### config.mk
export PLATFORM = sky130hd
export DESIGN_NAME = ulpi_phy_regfile
export DESIGN_NICKNAME = d
export VERILOG_FILES = /design/src/rtl/ulpi_pkg.sv /design/src/rtl/ulpi_phy_regfile.sv
export SDC_FILE = /design/constraint.sdc
export NUM_CORES = 1
export LEC_CHECK = 0
export BUFFER_PORTS_ARGS = -buffer_cell sky130_fd_sc_hd__buf_2
export CAP_MARGIN = 25
export CORE_MARGIN = 2
export CORE_UTILIZATION = 55
export CTS_BUF_LIST = sky130_fd_sc_hd__clkbuf_8 sky130_fd_sc_hd__clkbuf_16
export CTS_CLUSTER_SIZE = 20
export DETAILED_ROUTE_END_ITERATION = 16
export PLACE_DENSITY = 0.87
export SETUP_SLACK_MARGIN = 0.2
export SLEW_MARGIN = 20
export SYNTH_ARGS = -nofsm -noshare
export SYNTH_HDL_FRONTEND = slang
export SYNTH_SLANG_ARGS = --single-unit
### constraint.sdc
create_clock -name clk -period 2.4 [get_ports clk]
set_input_delay 0.48 -clock clk [delete_from_list [all_inputs] [get_ports clk]]
set_output_delay 0.48 -clock clk [all_outputs]
set_load 0.01 [all_outputs]
### src/rtl/ulpi_pkg.sv
// ulpi_pkg: ULPI command encodings, FSM states, register map, reset values and alias-write helpers
package ulpi_pkg;
  typedef enum logic [1:0] {
    CMD_NOOP = 2'b00,
    CMD_TX   = 2'b01,
    CMD_WR   = 2'b10,
    CMD_RD   = 2'b11
  } cmd_t;

  typedef enum logic [3:0] {
    S_IDLE,
    S_CMD_WAIT,
    S_WR_DATA,
    S_WR_STP,
    S_RD_TURN1,
    S_RD_DATA,
    S_RD_TURN2,
    S_TX,
    S_RX_TURN1,
    S_RX_DATA,
    S_RX_TURN2
  } state_t;

  localparam logic [5:0] ADDR_VID_LO = 6'h00;
  localparam logic [5:0] ADDR_VID_HI = 6'h01;
  localparam logic [5:0] ADDR_PID_LO = 6'h02;
  localparam logic [5:0] ADDR_PID_HI = 6'h03;
  localparam logic [5:0] ADDR_FUNC   = 6'h04;
  localparam logic [5:0] ADDR_IFC    = 6'h07;
  localparam logic [5:0] ADDR_OTG    = 6'h0A;
  localparam logic [5:0] ADDR_SCR    = 6'h16;

  localparam logic [7:0] RST_FUNC = 8'h41;
  localparam logic [7:0] RST_IFC  = 8'h00;
  localparam logic [7:0] RST_OTG  = 8'h06;
  localparam logic [7:0] RST_SCR  = 8'h00;

  localparam logic [7:0] FUNC_RESET_BIT = 8'h20;

  // Each register answers at base (write), base+1 (set) and base+2 (clear)
  function automatic logic alias_hit(input logic [5:0] addr, input logic [5:0] base);
    return addr >= base && addr <= base + 6'd2;
  endfunction

  function automatic logic [7:0] alias_wr(input logic we, input logic [7:0] cur, input logic [5:0] addr,
                                          input logic [5:0] base, input logic [7:0] d);
    return (!we || !alias_hit(addr, base)) ? cur :
           addr == base         ? d :
           addr == base + 6'd1  ? cur | d :
                                  cur & ~d;
  endfunction
endpackage

### src/rtl/ulpi_phy_regfile.sv
// ulpi_phy_regfile: PHY register file with write/set/clear aliases, read-only IDs and read mux
module ulpi_phy_regfile import ulpi_pkg::*; #(
  parameter logic [15:0] VENDOR_ID  = 16'h0424,
  parameter logic [15:0] PRODUCT_ID = 16'h0009
) (
  input  logic       clk,
  input  logic       rst,
  input  logic       we,
  input  logic [5:0] addr,
  input  logic [7:0] wdata,
  output logic [7:0] rdata,
  output logic [7:0] func_ctrl
);
  logic [7:0] ifc_ctrl, otg_ctrl, scratch;

  // Commit writes; the Function Control Reset bit drops on the edge after it was written
  always_ff @(posedge clk or posedge rst)
    if (rst) begin
      func_ctrl <= RST_FUNC;
      ifc_ctrl  <= RST_IFC;
      otg_ctrl  <= RST_OTG;
      scratch   <= RST_SCR;
    end else begin
      func_ctrl <= alias_wr(we, func_ctrl & ~FUNC_RESET_BIT, addr, ADDR_FUNC, wdata);
      ifc_ctrl  <= alias_wr(we, ifc_ctrl, addr, ADDR_IFC, wdata);
      otg_ctrl  <= alias_wr(we, otg_ctrl, addr, ADDR_OTG, wdata);
      scratch   <= alias_wr(we, scratch, addr, ADDR_SCR, wdata);
    end

  // Read mux: IDs, any alias of a register, zero for unmapped addresses
  always_comb
    rdata = addr == ADDR_VID_LO        ? VENDOR_ID[7:0] :
            addr == ADDR_VID_HI        ? VENDOR_ID[15:8] :
            addr == ADDR_PID_LO        ? PRODUCT_ID[7:0] :
            addr == ADDR_PID_HI        ? PRODUCT_ID[15:8] :
            alias_hit(addr, ADDR_FUNC) ? func_ctrl :
            alias_hit(addr, ADDR_IFC)  ? ifc_ctrl :
            alias_hit(addr, ADDR_OTG)  ? otg_ctrl :
            alias_hit(addr, ADDR_SCR)  ? scratch : 8'h00;
endmodule

==> impl_metrics.csv <==
group,metric,value,unit
global_route,grt_pass1_wl,9060,um
floorplan,die-area,0.00394,sq mm
power_and_ir_drop,ir_drop,0.000457,V
yosys,postSynth.asyncResetShare,100,%
layout,regArea,806,sq um
worst_setup_path,critPathCaptureType,"primary output",
power_and_ir_drop,p_seq_share,50.7,%
global_route,track_usage,29.6,%
yosys,synth-seq-cells,32,
clock_tree,clock-sinks,32,
global_route,grt_overflow,0,
worst_setup_path,required,1.92,ns
yosys,ys_seq_area_share,42.4,%
place,gp_congestion,0.890,
clock_tree,worst_skew_pair.late_latency,0.29,ns
layout,nets,275,
floorplan,ios,33,
floorplan,fp.coreArea,0.00334,sq mm
layout,antenna_cells,0,
yosys,synthDistinctLibCells,41,
timing,final-setup-viol-count,0,
drt,ant_nets,0,
worst_setup_path,critPathSlowestCell,"or4b_4",
floorplan,start_util,57.0,%
layout,layoutNonFillerInstCount,305,
yosys,synth_top_area_share,36.8,%
yosys,ys_warn_count,0,
floorplan,die_h,62.8,um
yosys,ys.flop_type,"dfrtp_1",
place,postPlaceCellArea,0.00217,sq mm
power_and_ir_drop,p_per_area,603,mW/mm^2
layout,drive_above_1_share,33.6,%
yosys,yosysMostFrequentCell,"nand2_1",
timing,slew_headroom,55.1,%
worst_setup_path,r2r_cells,2,
clock_tree,clockBufferDepth,2,
worst_setup_path,crit_chain,"buf_8 -> or4b_4 -> a21oi_4 -> buf_6 -> nand2_2 -> a22oi_1 -> buf_2",
timing,fin_ws,0.0799,ns
power_and_ir_drop,combinationalPowerShare,20.5,%
power_and_ir_drop,p_leak,1.12,nW
place,dp_cells,293,
power_and_ir_drop,power.internal,0.993,mW
worst_setup_path,cp_data_arrival_time,1.84,ns
layout,n_fill_cell,260,
global_route,antenna_found_initial,0,
run_status,status,"finished clean",
floorplan,die_w,62.8,um
power_and_ir_drop,p_sw_share,31.6,%
clock_tree,htree_levels,2,
floorplan,rows,21,
layout,final_area,0.00241,sq mm
layout,multi_input_area,0.00108,sq mm
clock_tree,clk_pin_slew,0.07,ns
timing,rsz0062_at_grt,"true",
power_and_ir_drop,p_clk_share,28.7,%
timing,max_freq,0.431,GHz
layout,post-route-util,72.1,%
worst_setup_path,startpoint_type,"primary input",
timing,finalCritPeriodShare,96.7,%
drt,drc,0,
min_path,hold_path.class,"primary input to asynchronous set/reset pin",
place,port-buffer-count,32,
global_route,grt_max_degree,33,
power_and_ir_drop,power.total,1.45,mW
drt,post_drt_wl_per_cell,18.6,um
timing,worst_pin_slew,0.674,ns
timing,maxSlewViolCount,0,
yosys,yosys-top-cells-count,"nand2_1 (37), dfrtp_1 (28), o21ai_0 (25)",
yosys,synthCells,215,
timing,fin_worst_skew,0,ns
global_route,grt_pass1_vias,1818,
yosys,synth_area,0.00190,sq mm
place,place_ws,-0.0240,ns
worst_setup_path,crit_type,"primary input to primary output",
yosys,yosysTopAreaCell,"dfrtp_1",
place,dp_hpwl,3750,um
worst_setup_path,slowest_delay,0.55,ns
drt,via_count,1931,
yosys,synth_nets,232,
timing,fin_crit,2.32,ns
drt,first_iter_violations,160,
yosys,synth.area.top_cells,"dfrtp_1 (37%), nand2_1 (7.3%), a22o_1 (6.9%)",
power_and_ir_drop,p_switching,0.458,mW
drt,via_per_inst,6.33,
worst_setup_path,crit_fanout,5,
clock_tree,cts_buffers,5,
clock_tree,cts_root_buf,"clkbuf_8",
yosys,avgSynthCellArea,8.85,sq um
yosys,synth_enable_flop_cells,0,
drt,first_pass_iters,4,
flow_run,cap_violations,0,
timing,hold_viol_final,0,
drt,drt_wl_total,5660,um
layout,syn2layout_area_growth,26.6,%
clock_tree,cts_tree,"yes",
==> power groups by stage <==
stage          Combinational [mW]  Clock (mW)  Sequential [mW]
5_1_grt                     0.326       0.457            0.748
6_report                    0.298       0.417            0.737
3_5_place_dp                0.276           0            0.726
2_1_floorplan               0.173           0            0.717
3_3_place_gp                0.267           0            0.723
4_1_cts                     0.290       0.424            0.727
==> final timing paths <==
kind                                              end  slack (ns)  startpoint
setup / recovery                             rdata[3]        0.08     addr[2]
hold / removal             asynchronous set/reset pin        0.25         rst
setup reg to reg                            flip-flop        1.62   flip-flop
hold reg to reg                             flip-flop        0.50   flip-flop
max in group asynchronous  asynchronous set/reset pin        1.82         rst
min in group clk                            flip-flop        0.46    wdata[2]
==> layer usage <==
layer | vias to the layer above | part of all wire (%) | global-route usage (%)
li1 | 884 | - | -
met1 | 944 | 42 | 38.2
met2 | 84 | 48 | 46.8
met3 | 19 | 6.6 | 5.95
met4 | 0 | 3.5 | 16.1
met5 | - | 0 | 0
==> cells in the final DEF (no fill, tap or decap), drive strengths merged, types with 3 or more instances in the layout <==
cell type  count
buf           55
o211ai         9
a21oi         19
inv            3
o2bb2ai        5
clkbuf         5
nor2b          4
nand2         37
a221oi         8
a22o          15
dfrtp         28
dfstp          4
clkinv         3
o21ai         33
nor2           5
==> cell families (layout without fill, tap and decap cells) <==
| family | after synthesis | count (layout) | synth area share [%] |
|---|---|---|---|
| AND/OR/NAND/NOR | 65 | 65 | 17.8 |
| flip-flops | 32 | 32 | 42.4 |
| AO/OA/AOI/OAI | 96 | 96 | 34.6 |
| buffers and inverters | 22 | 66 | 5.20 |
==> critical path: cells and delay by family <==
| family | cells | cell delay [ns] |
|---|---|---|
| buf+inv | 3 | 0.41 |
| simple gates | 2 | 0.60 |
| compound gates | 2 | 0.34 |
==> per-stage QoR <==
step | hold slack [ns] | setup TNS, ns
detailed placement | 0.469 | -0.0405
global route | 0.303 | 0
CTS | 0.262 | 0
floorplan | 0.448 | 0
finish | 0.254 | 0
global placement | 0.460 | 0
==> layout make-up <==
cell class | instances | area share (%)
Multi-Input combinational cell | 161 | 44.8
Timing Repair Buffer | 55 | 15.2
Sequential cell | 32 | 33.5
Clock buffer | 5 | 2.86
Tap cell | 46 | 2.39
Inverter | 3 | 0.468
Clock inverter | 3 | 0.780
==> timing repair <==
action | in CTS | in global routing
setup buffers | 4 | 0
endpoints found under the setup margin | 8 | 8
resized for setup | 21 | 7
pin swaps | 13 | 6
hold buffers | 0 | 0
Power figures use the tool's default switching activity.
